### config.mk
export PLATFORM = sky130hd
export DESIGN_NAME = galaxian_input_cond
export DESIGN_NICKNAME = d
export VERILOG_FILES = /design/src/rtl/galaxian_input_cond.sv
export SDC_FILE = /design/constraint.sdc
export NUM_CORES = 1
export LEC_CHECK = 0
export BUFFER_PORTS_ARGS = -buffer_cell sky130_fd_sc_hd__buf_2
export CORE_MARGIN = 2
export CORE_UTILIZATION = 54
export CTS_CLUSTER_DIAMETER = 200
export DETAILED_ROUTE_END_ITERATION = 6
export PLACE_DENSITY = 0.7
export REMOVE_ABC_BUFFERS = 1
export SETUP_SLACK_MARGIN = 0.3
export SYNTH_ARGS = -nofsm -noshare
export SYNTH_HDL_FRONTEND = slang
export SYNTH_SLANG_ARGS = --single-unit
### constraint.sdc
create_clock -name CLK_36M -period 3.2 [get_ports CLK_36M]
set_clock_uncertainty 0.15 [all_clocks]
set_input_delay 0.16 -clock CLK_36M [delete_from_list [all_inputs] [get_ports CLK_36M]]
set_output_delay 0.16 -clock CLK_36M [all_outputs]
set_load 0.02 [all_outputs]
### src/rtl/galaxian_input_cond.sv
// Input conditioning for galaxian_top: synchronise, fix polarity, debounce,
// and turn the two coin switches into fixed-width, lockout-protected pulses
// that are also totalled on an 8-bit display counter.
module galaxian_input_cond #(
    parameter logic [8:0] INV_MASK          = 9'h060,
    parameter int         DEB_CYCLES        = 368640,
    parameter int         COIN_PULSE_CYCLES = 3686400,
    parameter int         COIN_LOCK_CYCLES  = 7372800
) (
    input  logic       CLK_36M,
    input  logic       I_RESET,
    input  logic [8:0] I_RAW,
    output logic [8:0] O_SW,
    output logic [7:0] O_COIN_CNT
);

    localparam int DW = (DEB_CYCLES > 1) ? $clog2(DEB_CYCLES) : 1;
    localparam logic [DW-1:0] DEB_LAST = DW'(DEB_CYCLES - 1);
    localparam logic [DW-1:0] DEB_ONE  = DW'(1);

    localparam int TMAX = (COIN_PULSE_CYCLES > COIN_LOCK_CYCLES) ? COIN_PULSE_CYCLES : COIN_LOCK_CYCLES;
    localparam int TW   = (TMAX > 1) ? $clog2(TMAX) : 1;
    localparam logic [TW-1:0] PULSE_LOAD = TW'(COIN_PULSE_CYCLES - 1);
    localparam logic [TW-1:0] LOCK_LOAD  = TW'((COIN_LOCK_CYCLES > 0) ? (COIN_LOCK_CYCLES - 1) : 0);
    localparam logic [TW-1:0] TIMER_ONE  = TW'(1);

    // A coin held through reset reaches the debounced level DEB_CYCLES+2
    // edges after release; ARM must not be left before that point or the
    // held coin would look like a fresh insertion.
    localparam int STARTUP = DEB_CYCLES + 2;
    localparam int SUW     = $clog2(STARTUP + 1);
    localparam logic [SUW-1:0] STARTUP_LAST = SUW'(STARTUP);
    localparam logic [SUW-1:0] STARTUP_ONE  = SUW'(1);

    typedef enum logic [1:0] {
        ARM   = 2'd0,
        IDLE  = 2'd1,
        PULSE = 2'd2,
        LOCK  = 2'd3
    } coin_state_t;

    logic [8:0]    sync1;
    logic [8:0]    sync2;
    logic [8:0]    level;
    logic [DW-1:0] deb_cnt [9];
    logic [SUW-1:0] startup;
    logic          ready;
    logic [1:0]    coin_lvl;
    logic [1:0]    coin_prev;
    coin_state_t   state      [2];
    coin_state_t   state_next [2];
    logic [TW-1:0] timer      [2];
    logic [TW-1:0] timer_next [2];
    logic [1:0]    enter_pulse;

    assign coin_lvl = {level[8], level[6]};
    assign ready    = (startup == STARTUP_LAST);

    // Two-flop synchroniser with the active-low inputs flipped up front
    always_ff @(posedge CLK_36M) begin
        if (I_RESET) begin
            sync1 <= '0;
            sync2 <= '0;
        end else begin
            sync1 <= I_RAW ^ INV_MASK;
            sync2 <= sync1;
        end
    end

    // Per-bit debounce: a new level must be seen on DEB_CYCLES consecutive edges
    always_ff @(posedge CLK_36M) begin
        if (I_RESET) begin
            level <= '0;
            for (int k = 0; k < 9; k++) deb_cnt[k] <= '0;
        end else begin
            for (int k = 0; k < 9; k++) begin
                if (sync2[k] == level[k]) begin
                    deb_cnt[k] <= '0;
                end else if (deb_cnt[k] == DEB_LAST) begin
                    level[k]   <= sync2[k];
                    deb_cnt[k] <= '0;
                end else begin
                    deb_cnt[k] <= deb_cnt[k] + DEB_ONE;
                end
            end
        end
    end

    // Saturating post-reset counter that gates the ARM -> IDLE exit
    always_ff @(posedge CLK_36M) begin
        if (I_RESET) begin
            startup <= '0;
        end else if (startup != STARTUP_LAST) begin
            startup <= startup + STARTUP_ONE;
        end
    end

    // Coin FSM next-state: edge-triggered pulse, then lockout, then re-arm
    always_comb begin
        for (int i = 0; i < 2; i++) begin
            state_next[i]  = state[i];
            timer_next[i]  = timer[i];
            enter_pulse[i] = 1'b0;
            case (state[i])
                ARM: begin
                    if (ready && !coin_lvl[i]) state_next[i] = IDLE;
                end
                IDLE: begin
                    if (coin_lvl[i] && !coin_prev[i]) begin
                        state_next[i]  = PULSE;
                        timer_next[i]  = PULSE_LOAD;
                        enter_pulse[i] = 1'b1;
                    end
                end
                PULSE: begin
                    if (timer[i] == '0) begin
                        if (COIN_LOCK_CYCLES == 0) begin
                            state_next[i] = IDLE;
                        end else begin
                            state_next[i] = LOCK;
                            timer_next[i] = LOCK_LOAD;
                        end
                    end else begin
                        timer_next[i] = timer[i] - TIMER_ONE;
                    end
                end
                LOCK: begin
                    if (timer[i] == '0) begin
                        state_next[i] = coin_lvl[i] ? ARM : IDLE;
                    end else begin
                        timer_next[i] = timer[i] - TIMER_ONE;
                    end
                end
                default: state_next[i] = ARM;
            endcase
        end
    end

    // FSM registers, coin counter and the registered switch outputs
    always_ff @(posedge CLK_36M) begin
        if (I_RESET) begin
            for (int i = 0; i < 2; i++) begin
                state[i] <= ARM;
                timer[i] <= '0;
            end
            coin_prev  <= '0;
            O_COIN_CNT <= '0;
            O_SW       <= '0;
        end else begin
            for (int i = 0; i < 2; i++) begin
                state[i] <= state_next[i];
                timer[i] <= timer_next[i];
            end
            coin_prev  <= coin_lvl;
            O_COIN_CNT <= O_COIN_CNT + {7'd0, enter_pulse[0]} + {7'd0, enter_pulse[1]};
            O_SW       <= {state_next[1] == PULSE, level[7], state_next[0] == PULSE, level[5:0]};
        end
    end

endmodule

After elaboration in Yosys (flattened, before gate mapping):

Memory sizes are Yosys's and may differ from the RTL's.
Cells that the tools add are included.

* bitwise logic cells: 41
* add/sub/neg operators: 14
* equal/unequal tests: 28
* reductions and logical operators: 21
* mux-type cells: 157

Operators with widths (number)
* $mux W19: 27
* $add A19 B1 Y19 const B: 10
* $eq A19 B19 Y1 const B: 10
* $mux W23: 8
* $pmux W23 S3: 2
* $mux W1: 108
* $logic_not A23 Y1: 2
* $sub A23 B1 Y23 const B: 2
* $or A1 B1 Y1: 31
* $mux W2: 10
* $ne A19 B19 Y1 const B: 1
* $reduce_and A2 Y1: 9
* $add A8 B1 Y8: 2
* $pmux W2 S4: 2
* $eq A2 B2 Y1 const B: 6
* $eq A1 B1 Y1: 9
* $not A1 Y1: 9
* $eq A2 B1 Y1 const B: 2
* $logic_and A1 B1 Y1: 4
* $logic_not A1 Y1: 4
* $logic_not A2 Y1: 2
* $not A2 Y2: 1

* memory bits (writable): 221
* flip-flop bits (word level): 65
* word-level logic and storage cells: 279
* memories kept: 3

Memories
* deb_cnt: words 9, bits a word 19, rd ports 9, clocked after memory_dff 0, write ports 9, RTL line 45 `logic [DW-1:0] deb_cnt [9];`
* timer: words 2, bits a word 23, rd ports 2, clocked after memory_dff 0, write ports 2, RTL line 52 `logic [TW-1:0] timer [2];`
* state: words 2, bits a word 2, rd ports 2, clocked after memory_dff 0, write ports 2, RTL line 50 `coin_state_t state [2];`

Depth between registers and ports, before layout:

Gate-level depths: netlist (run 1).

* depth in word-level cells: 7
* mapped depth: 9

Worst setup path after synthesis (run 1):

Ideal clock, no wire load.

* kind: register to register
* from: memory deb_cnt[8][0] in the netlist's numbering
* to: memory deb_cnt[8][10] in the netlist's numbering (data pin)
* period minus slack after synthesis: 2536 ps
* slack: 664 ps
* data arrival time: 2120 ps
* cell stages (with the launch flop): 8
* data required time: 2784 ps
* path through: edfxtp_1 > ha_1 > nand3_1 > nor4_1 > nand4_1 > nand2_1 > clkbuf_1 > nor2_1

RTL lines (RTL line)
* from (decl): 45

==> results of run 1 <==
==> metal layers <==
layer / part of all wire, % / track usage, % / vias up
met3: 3.7 / 2.70 / 47
met1: 48 / 26.0 / 4884
li1: - / - / 5319
met4: 1.9 / 4.55 / 0
met2: 47 / 32.0 / 186
met5: 0 / 0 / -
==> kinds of logic after synthesis <==
family	synth area share, %
simple gates	25.1
flops	52.8
compound gates	5.56
fa+ha+maj	1.56
other cells	0.0266
mux	0.942
buf+inv	2.30
xor+xnor	11.7
==> cells in the mapped netlist (5+ instances only) <==
cell type  count  share of area, %
edfxtp_1     171                36
nor3_1        52               1.8
a21oi_1       28               1.0
or2_2          9              0.40
xnor2_1       89               5.5
dfxtp_1      115                16
nor2b_1       28               1.2
inv_1         42               1.1
mux2i_1       11              0.78
and2_1        12              0.53
nand2_1       85               2.3
ha_1          16               1.4
xor2_1        99               6.2
nor2_1       253               6.7
a31oi_1       15              0.67
clkbuf_1      36              0.96
and3_1        24               1.1
and4_1        16               1.0
o21ai_0       21              0.75
o31ai_1       14              0.75
nor4b_1        9              0.56
nor4_1        28               1.2
nand3_1       81               2.9
or3_1         22              0.98
nand4_1       48               2.1
o31a_1         5              0.31
a211oi_1       7              0.37
or4_1         15              0.80
==> tightest hold or removal path, stage by stage <==
cell	delay, ns
dlygate4sd3_1	0.53
buf_2	0.10
nor2_1	0.03
==> cell usage in the layout, fill, tap and decap left out, types with 15 or more instances in the layout <==
cell / synthesis / routed
buf_2: 4 / 26
buf_4: 0 / 16
o21ai_0: 21 / 21
and4_1: 16 / 16
or4_1: 15 / 15
a21oi_1: 28 / 28
clkbuf_16: 0 / 35
nor2_1: 253 / 253
xor2_1: 99 / 99
edfxtp_1: 171 / 171
dfxtp_1: 115 / 115
a31oi_1: 15 / 15
xnor2_1: 89 / 89
nand2_1: 85 / 85
or3_1: 22 / 22
nor3_1: 52 / 52
nand3_1: 81 / 81
nor2b_1: 28 / 28
conb_1: 1 / 171
ha_1: 16 / 16
and3_1: 24 / 24
nand4_1: 48 / 48
nor4_1: 28 / 28
inv_1: 42 / 42
==> metrics by stage <==
step	total power, uW	util, %
CTS	7970	63.3
detailed placement	4410	58.9
finish	7890	63.3
floorplan	4330	-
global route	8180	63.3
global placement	4400	58.9
==> state kept, by name, indices dropped and copies added (netlist names) <==
| name | cells |
|---|---|
| deb_cnt | 171 |
| coin_prev | 2 |
| sync2 | 9 |
| startup | 19 |
| sync1 | 9 |
| timer | 46 |
| state | 4 |
| O_COIN_CNT | 8 |
| level | 9 |
| O_SW | 9 |
==> repair_timing <==
item                                   in CTS  in global routing
hold buffers                               10                  0
setup endpoints to repair                   0                  5
gates resized for setup                     0                  3
endpoints found under the hold margin      12                  0
==> power by group <==
group          total (uW)  leakage [uW]  internal [uW]  switching [uW]
registers            4100       0.00269           4010            94.8
clock network        3540      0.000508           2130            1410
logic                 244       0.00286           97.9             146
total                7890       0.00606           6230            1650
==> how the worst max path moves through the flow <==
stage / start / endpoint / cells after the start
after floorplan: state[0][0] / O_COIN_CNT[5] / 9
after detailed placement: timer[0][36] / timer[0][34] / 5
final: timer[0][36] / timer[0][28] / 6
after global placement: timer[0][36] / timer[0][43] / 5
after CTS: timer[0][36] / timer[0][34] / 5
after global routing: deb_cnt[4][0] / deb_cnt[4][16] / 6
==> cell type report <==
cell class	count	area (um^2)	area share (%)
clock inverter	9	76.3	0.466
tap	335	419	2.56
multi-input combinational	1211	6960	42.6
inverter	43	161	0.986
timing repair buffer	52	350	2.14
sequential	286	7440	45.5
clock buffer	48	955	5.83
==> qor.yml, run 1 <==
sta:
  min_period_over_period_pct: 86.0
  fin_ws_ns: 0.448
  relSlewSlack_pct: 50.5
  worst_slew_pin_slew_ns: 0.743
  tns_ns: 0
  clock.fmax_mhz: 363
  slew_violations: 0
  setup_violations: 0
  finalHoldViolCount: 0
  min_period_ns: 2.75
  hold-worst-slack_ns: 0.162
  rsz0062_at_grt: "false"
logic_synthesis:
  synth.avg_cell_area_um2: 9.97
  ys_types: 60
  synth_warnings: 0
  async_flop_share_pct: 0
  syn_area_mm2: 0.0141
  synthCells: 1412
  synth-edff-count: 171
  yosysSeqAreaShare_pct: 52.8
  synthFlopType: "edfxtp_1"
  ys_ff_latch: 286
cts:
  path_clk_slew_ns: 0.06
  htree_levels: 1
  cts_tree: "done"
  cts_max_path_buffers: 3
  cts_setup_buffers: 0
  cts_buffers: 31
  root_buffer: "clkbuf_16"
  clock_latency_ns: 0.55
  cts_sinks: 286
global_route:
  overflow: 0
  grt_first_pass_wirelength_um: 43800
  antenna_found_initial: 0
  grt_pass1_vias: 9650
  grt_max_degree: 71
  track_usage_pct: 19.0
outcome:
  status: "finished, final reports clean"
critical_path:
  critPathLaunchType: "register"
  path_class: "register to register"
  r2r_setup_slack_ns: 0.45
  worstPathMaxFanout: 8
  regToRegStartpoint: "timer[0][36]"
  rr_endpoint: "timer[0][28]"
  crit_chain: "nor4_1 -> nand4_1 -> o21ai_1 -> buf_4 -> nor4_1 -> o31a_1"
  slowest_delay_ns: 0.66
  cp_top_family: "simple AND/OR/NAND/NOR gates"
  cp_slowest_cell: "nor4_1"
  critPathBufInv: 1
  reg2reg_depth: 6
  critPathRequiredTime_ns: 3.49
  critPathArrivalTime_ns: 3.04
  cp_common_cell: "nor4_1"
  worst_setup_path_end_kind: "register"
layout:
  nFillCells: 2166
  final_cells: 1984
  area_growth_pct: 16.2
  drive_gt1_share_pct: 6.85
  n_antenna_cell: 0
  fin_nets: 1653
  final_cell_area_mm2: 0.0164
detailed_routing:
  dr.pass1.iters: 5
  drc: 0
  routed_wl_um: 25700
  wire_per_inst_um: 13.0
  ant_nets: 0
  via_per_inst: 5.26
  drt_iter0_markers: 683
  routed-via-count: 10400
pwr:
  power_leakage_uw: 0.00606
  ir_drop_mv: 0.422
  power_density_mw_per_mm2: 482
worst_hold_path:
  hold_start: "I_RAW[6]"
  hold_path_end: "sync1[6]"
  hold_class: "input port to register"
  hold_path_depth: 3
die:
  core-area_mm2: 0.0258
  io_pins: 28
  start_util_pct: 54.5
  die_x_um: 165
  fp-row-count: 59
  die_h_um: 165
  die_area_mm2: 0.0274
flow_run:
  cap_violations: 0
placement:
  io_buffers: 27
  place.gp.congestion: 0.903
  placed_cells: 1917
  dp_hpwl_um: 17600
  pre_cts_slack_ns: 0.515
  postPlaceCellArea_mm2: 0.0152
Power figures use the tool's default switching activity.
==> run 2: changes to the inputs <==
--- a/config.mk
+++ b/config.mk
@@ -6,7 +6,7 @@
 export NUM_CORES = 1
 export LEC_CHECK = 0
 export BUFFER_PORTS_ARGS = -buffer_cell sky130_fd_sc_hd__buf_2
-export CORE_MARGIN = 2
+export CORE_MARGIN = 1.5
 export CORE_UTILIZATION = 54
 export CTS_CLUSTER_DIAMETER = 200
 export DETAILED_ROUTE_END_ITERATION = 6
==> qor.yml, run 2 (synthesis results as in run 1) <==
outcome:
  status: "finished, final reports clean"  # unchanged
die:
  die_area_mm2: 0.0270  # was 0.0274 mm^2
  io_pins: 28  # unchanged
  die_h_um: 164  # was 165 um
  core-area_mm2: 0.0254  # was 0.0258 mm^2
  start_util_pct: 55.4  # was 54.5%
  fp-row-count: 58  # was 59
  die_x_um: 164  # was 165 um
critical_path:
  path_class: "register to register"  # unchanged
  critPathRequiredTime_ns: 3.52  # was 3.49 ns
  worstPathMaxFanout: 11  # was 8
  worst_setup_path_end_kind: "register"  # unchanged
  reg2reg_depth: 5  # was 6
  critPathBufInv: 0  # was 1
  cp_top_family: "simple AND/OR/NAND/NOR gates"  # unchanged
  cp_slowest_cell: "o31ai_1"  # was nor4_1
  r2r_setup_slack_ns: 0.48  # was 0.45 ns
  crit_chain: "nor4_2 -> nand4_1 -> o31ai_1 -> a311oi_1 -> nor3_1"  # was nor4_1 -> nand4_1 -> o21ai_1 -> buf_4 -> nor4_1 -> o31a_1
  critPathLaunchType: "register"  # unchanged
  critPathArrivalTime_ns: 3.04  # about the same
  cp.depth: 5  # was 6
  slowest_delay_ns: 0.75  # was 0.66 ns
cts:
  cts_tree: "done"  # unchanged
  cts_sinks: 286  # unchanged
  path_clk_slew_ns: 0.06  # about the same
  root_buffer: "clkbuf_16"  # unchanged
  clock_latency_ns: 0.55  # about the same
  htree_levels: 1  # unchanged
  cts_buffers: 31  # unchanged
  cts_max_path_buffers: 3  # unchanged
  cts_setup_buffers: 0  # unchanged
sta:
  relSlewSlack_pct: 52.5  # was 50.5%
  min_period_over_period_pct: 84.9  # was 86.0%
  slew_violations: 0  # unchanged
  rsz0062_at_grt: "false"  # unchanged
  fin_ws_ns: 0.482  # was 0.448 ns
  tns_ns: 0  # unchanged
  finalHoldViolCount: 0  # unchanged
  worst_slew_pin_slew_ns: 0.707  # was 0.743 ns
  setup_violations: 0  # unchanged
  min_period_ns: 2.72  # was 2.75 ns
  clock.fmax_mhz: 368  # was 363 MHz
pwr:
  power_leakage_uw: 0.00609  # was 0.00606 uW
  ir_drop_mv: 0.434  # was 0.422 mV
  power_density_mw_per_mm2: 493  # was 482 mW/mm^2
layout:
  layout_commonest_cell: "nor2_1"  # unchanged
  final_cells: 1979  # was 1984
  multi_input_area_mm2: 0.00696  # about the same
  layout_common_cells: "253 x nor2_1, 171 x edfxtp_1, 171 x conb_1"  # unchanged
  reg_top3: "deb_cnt (171), timer (46), startup (19)"  # unchanged
  finish.utilization_pct: 64.6  # was 63.3%
  nFillCells: 2077  # was 2166
  fin_nets: 1653  # unchanged
  regMostFlops: "deb_cnt"  # unchanged
  drive_gt1_share_pct: 7.10  # was 6.85%
  largest_register_ffs: 171  # unchanged
  ff_latch_area_mm2: 0.00744  # unchanged
  n_antenna_cell: 0  # unchanged
  area_growth_pct: 16.5  # was 16.2%
detailed_routing:
  via_per_inst: 5.21  # was 5.26
  drc: 0  # unchanged
  routed_wl_um: 25700  # about the same
  wire_per_inst_um: 13.0  # about the same
  ant_nets: 0  # unchanged
  drt_iter0_markers: 596  # was 683
  routed-via-count: 10300  # was 10400
  dr.pass1.iters: 5  # unchanged
placement:
  place.gp.congestion: 0.851  # was 0.903
  io_buffers: 27  # unchanged
  placed_cells: 1911  # was 1917
  dp_hpwl_um: 17400  # was 17600 um
  pre_cts_slack_ns: 0.493  # was 0.515 ns
worst_hold_path:
  hold_path_depth: 3  # unchanged
  hold_class: "input port to register"  # unchanged
global_route:
  overflow: 0  # unchanged
  track_usage_pct: 19.6  # was 19.0%
  grt_first_pass_wirelength_um: 44500  # was 43800 um
  grt_pass1_vias: 9793  # was 9650
  grt_max_degree: 62  # was 71
  antenna_found_initial: 0  # unchanged
flow_run:
  cap_violations: 0  # unchanged
## run 2: area by class of cell
type,instances,area share [%]
flip-flops and latches,286,45.4
multi-input cells,1211,42.5
clock buffers,36,4.97
well taps,330,2.52
repair buffers,52,2.15
clock inverters,21,1.56
inverters,43,0.984
## run 2: per-layer routing
metal  wire length [um]  global-route usage [%]  vias to the layer above
li1                   -                       -                     5318
met1              12600                    27.0                     4812
met2              11700                    32.4                      140
met3                837                    2.91                       39
met4                456                    4.79                        0
met5                  0                       0                        -
## run 2: worst min-delay path: cells and delay by family
family / cells / cell delay, ns
buf+inv: 2 / 0.61
simple gates: 1 / 0.03
## run 2: final timing paths
path / startpoint / end
hold reg to reg: sync1[6] / sync2[6]
setup / recovery: timer[0][30] / timer[0][43]
setup reg to reg: timer[0][30] / timer[0][43]
hold / removal: I_RAW[5] / sync1[5]
## run 2: timing repair
item,4_1_cts,5_1_grt
hold endpoints to repair,19,0
resized for setup,0,3
endpoints found under the setup margin,0,20
hold buffers,11,0
## run 2: stage by stage
stage	area, um^2	total power (uW)	hold slack, ns
after CTS	16400	8160	0.144
after global routing	16400	8370	0.162
after global placement	15200	4400	0.171
after floorplan	14600	4330	0.0724
after detailed placement	15200	4410	0.170
final	16400	8080	0.156
## run 2: where the power goes
group / total (uW) / internal (uW) / switching, uW
registers: 4100 / 4010 / 95.2
clock network: 3740 / 2290 / 1440
logic: 246 / 98.6 / 148
==> run 3: changes to the inputs <==
--- a/config.mk
+++ b/config.mk
@@ -10,7 +10,7 @@
 export CORE_UTILIZATION = 54
 export CTS_CLUSTER_DIAMETER = 200
 export DETAILED_ROUTE_END_ITERATION = 6
-export PLACE_DENSITY = 0.7
+export PLACE_DENSITY = 0.73
 export REMOVE_ABC_BUFFERS = 1
 export SETUP_SLACK_MARGIN = 0.3
 export SYNTH_ARGS = -nofsm -noshare
==> constraint.sdc (replaced) <==
create_clock -name CLK_36M -period 2.5 [get_ports CLK_36M]
set_clock_uncertainty 0.15 [all_clocks]
set_input_delay 0.125 -clock CLK_36M [delete_from_list [all_inputs] [get_ports CLK_36M]]
set_output_delay 0.125 -clock CLK_36M [all_outputs]
set_load 0.02 [all_outputs]
==> qor.yml, run 3 (synthesis results as in run 1) <==
pwr:
  power_density_mw_per_mm2: 578  # was 493 mW/mm^2
  power_leakage_uw: 0.00663  # was 0.00609 uW
  p_int_uw: 8030  # was 6400 uW
  p_switching_uw: 2070  # was 1690 uW
  netSwitchingFraction_pct: 20.5  # was 20.8%
  power_frac_seq_pct: 52.0  # was 50.7%
  ir_drop_mv: 0.615  # was 0.434 mV
  combPwrFrac_pct: 3.3  # was 3.0%
  clkPwrFrac_pct: 44.7  # was 46.2%
sta:
  hold-worst-slack_ns: 0.115  # was 0.156 ns
  min_period_over_period_pct: 94.7  # was 84.9%
  min_period_ns: 2.37  # was 2.72 ns
  slew_violations: 0  # unchanged
  relSlewSlack_pct: 65.4  # was 52.5%
  setup_violations: 0  # unchanged
  worst_slew_pin_slew_ns: 0.515  # was 0.707 ns
  clock.fmax_mhz: 423  # was 368 MHz
  rsz0062_at_grt: "true"  # was false
  tns_ns: 0  # unchanged
  finalHoldViolCount: 0  # unchanged
die:
  die_area_mm2: 0.0270  # unchanged
  die_h_um: 164  # unchanged
  start_util_pct: 55.4  # unchanged
  fp-row-count: 58  # unchanged
  die_x_um: 164  # unchanged
  core-area_mm2: 0.0254  # unchanged
  io_pins: 28  # unchanged
critical_path:
  r2r_setup_slack_ns: 0.13  # was 0.48 ns
  path_class: "register to register"  # unchanged
  regToRegStartpoint: "timer[0][37]"  # was timer[0][30]
  worst_setup_path_end_kind: "register"  # unchanged
  critPathArrivalTime_ns: 2.69  # was 3.04 ns
  critPathRequiredTime_ns: 2.83  # was 3.52 ns
  critPathLaunchType: "register"  # unchanged
  rr_endpoint: "timer[0][42]"  # was timer[0][43]
  worstPathMaxFanout: 2  # was 11
  endpoint: "timer[0][42]"  # was timer[0][43]
  startpoint: "timer[0][37]"  # was timer[0][30]
  reg2reg_depth: 5  # unchanged
cts:
  clock_latency_ns: 0.55  # about the same
  cts_sinks: 286  # unchanged
  cts_tree: "done"  # unchanged
  cts_buffers: 30  # was 31
  path_clk_slew_ns: 0.06  # about the same
  htree_levels: 1  # unchanged
  cts_max_path_buffers: 3  # unchanged
  root_buffer: "clkbuf_16"  # unchanged
detailed_routing:
  via_per_inst: 5.29  # was 5.21
  routed-via-count: 10900  # was 10300
  drc: 0  # unchanged
  ant_nets: 0  # unchanged
  wire_per_inst_um: 13.7  # was 13.0 um
  drt_iter0_markers: 693  # was 596
  dr.pass1.iters: 5  # unchanged
  routed_wl_um: 28200  # was 25700 um
layout:
  reg_top3: "deb_cnt (171), timer (46), startup (19)"  # unchanged
  final_cell_area_mm2: 0.0175  # was 0.0164 mm^2
  drive_gt1_share_pct: 15.1  # was 7.10%
  layout_commonest_cell: "nor2_1"  # unchanged
  regMostFlops: "deb_cnt"  # unchanged
  finish.utilization_pct: 68.8  # was 64.6%
  final_cells: 2062  # was 1979
  layout_common_cells: "251 x nor2_1, 171 x edfxtp_1, 171 x conb_1"  # was 253 x nor2_1, 171 x edfxtp_1, 171 x conb_1
  area_growth_pct: 24.1  # was 16.5%
  n_antenna_cell: 0  # unchanged
  largest_register_ffs: 171  # unchanged
  fin_nets: 1736  # was 1653
placement:
  postPlaceCellArea_mm2: 0.0156  # was 0.0152 mm^2
  place.gp.congestion: 0.925  # was 0.851
  io_buffers: 27  # unchanged
  placed_cells: 1959  # was 1911
  dp_hpwl_um: 18200  # was 17400 um
global_route:
  grt_first_pass_wirelength_um: 46600  # was 44500 um
  antenna_found_initial: 0  # unchanged
  track_usage_pct: 20.6  # was 19.6%
  overflow: 0  # unchanged
  grt_max_degree: 47  # was 62
  grt_pass1_vias: 10300  # was 9793
worst_hold_path:
  hold_class: "input port to register"  # unchanged
flow_run:
  cap_violations: 0  # unchanged
outcome:
  status: "finished, final reports clean"  # unchanged
[run 3: cell types whose count changed in the layout (fill, tap and decap cells not counted), sizes merged]
cell	previous run	this run
dlygate4sd3	11	10
or2	9	12
bufinv	6	2
clkbuf	36	50
clkinv	14	2
buf	41	122
o21ai	23	24
inv	44	45
[run 3: cell type report]
type / instances / area, um^2
clock buffer: 50 / 942
clock inverter: 6 / 83.8
fill: 1953 / 7930
inverter: 43 / 169
multi-input combinational: 1215 / 7420
sequential: 286 / 7450
tap: 330 / 413
timing repair buffer: 132 / 982
[run 3: what timing repair did]
action | 4_1_cts | 5_1_grt
pin swaps | 9 | 28
buffers inserted | 7 | 26
setup endpoints to repair | 90 | 170
hold buffers | 10 | 0
cloned | 2 | 2
hold endpoints to repair | 19 | 0
gates resized for setup | 35 | 76
[run 3: worst min-delay path by stage]
stage | from | endpoint | slack [ns] | cells after the start
after floorplan | I_RESET | timer[0][42] | 0.04 | 1
after global placement | I_RAW[5] | sync1[5] | 0.14 | 2
after detailed placement | I_RAW[6] | sync1[6] | 0.14 | 2
after CTS | I_RAW[6] | sync1[6] | 0.1 | 3
after global routing | I_RAW[6] | sync1[6] | 0.13 | 3
final | I_RAW[6] | sync1[6] | 0.11 | 3
[run 3: metal layers]
metal | GRT usage [%] | share of wire, % | up-vias
li1 | - | - | 5503
met1 | 26.9 | 45 | 5139
met2 | 35.3 | 49 | 213
met3 | 3.09 | 4.3 | 57
met4 | 6.06 | 2.5 | 0
met5 | 0 | 0 | -
[run 3: through the flow]
stage	worst slack, ns	total power (uW)
3_3_place_gp	0.141	5640
3_5_place_dp	0.0952	5650
2_1_floorplan	-0.167	5540
4_1_cts	0.166	10200
5_1_grt	0.0709	10400
6_report	0.134	10100
[run 3: critical path, stage by stage, from the launching register on]
cell and delay (ns):
dfxtp_2 0.33, or4_4 0.54, or3_4 0.35, or4b_4 0.49, mux2_4 0.32, a21oi_2 0.12
[run 3: power groups by stage]
stage / clock (uW) / combinational [uW] / sequential (uW)
final: 4510 / 338 / 5250
after global routing: 4780 / 392 / 5270
after CTS: 4630 / 318 / 5250
after detailed placement: 0 / 301 / 5350
after global placement: 0 / 298 / 5340
after floorplan: 0 / 220 / 5320
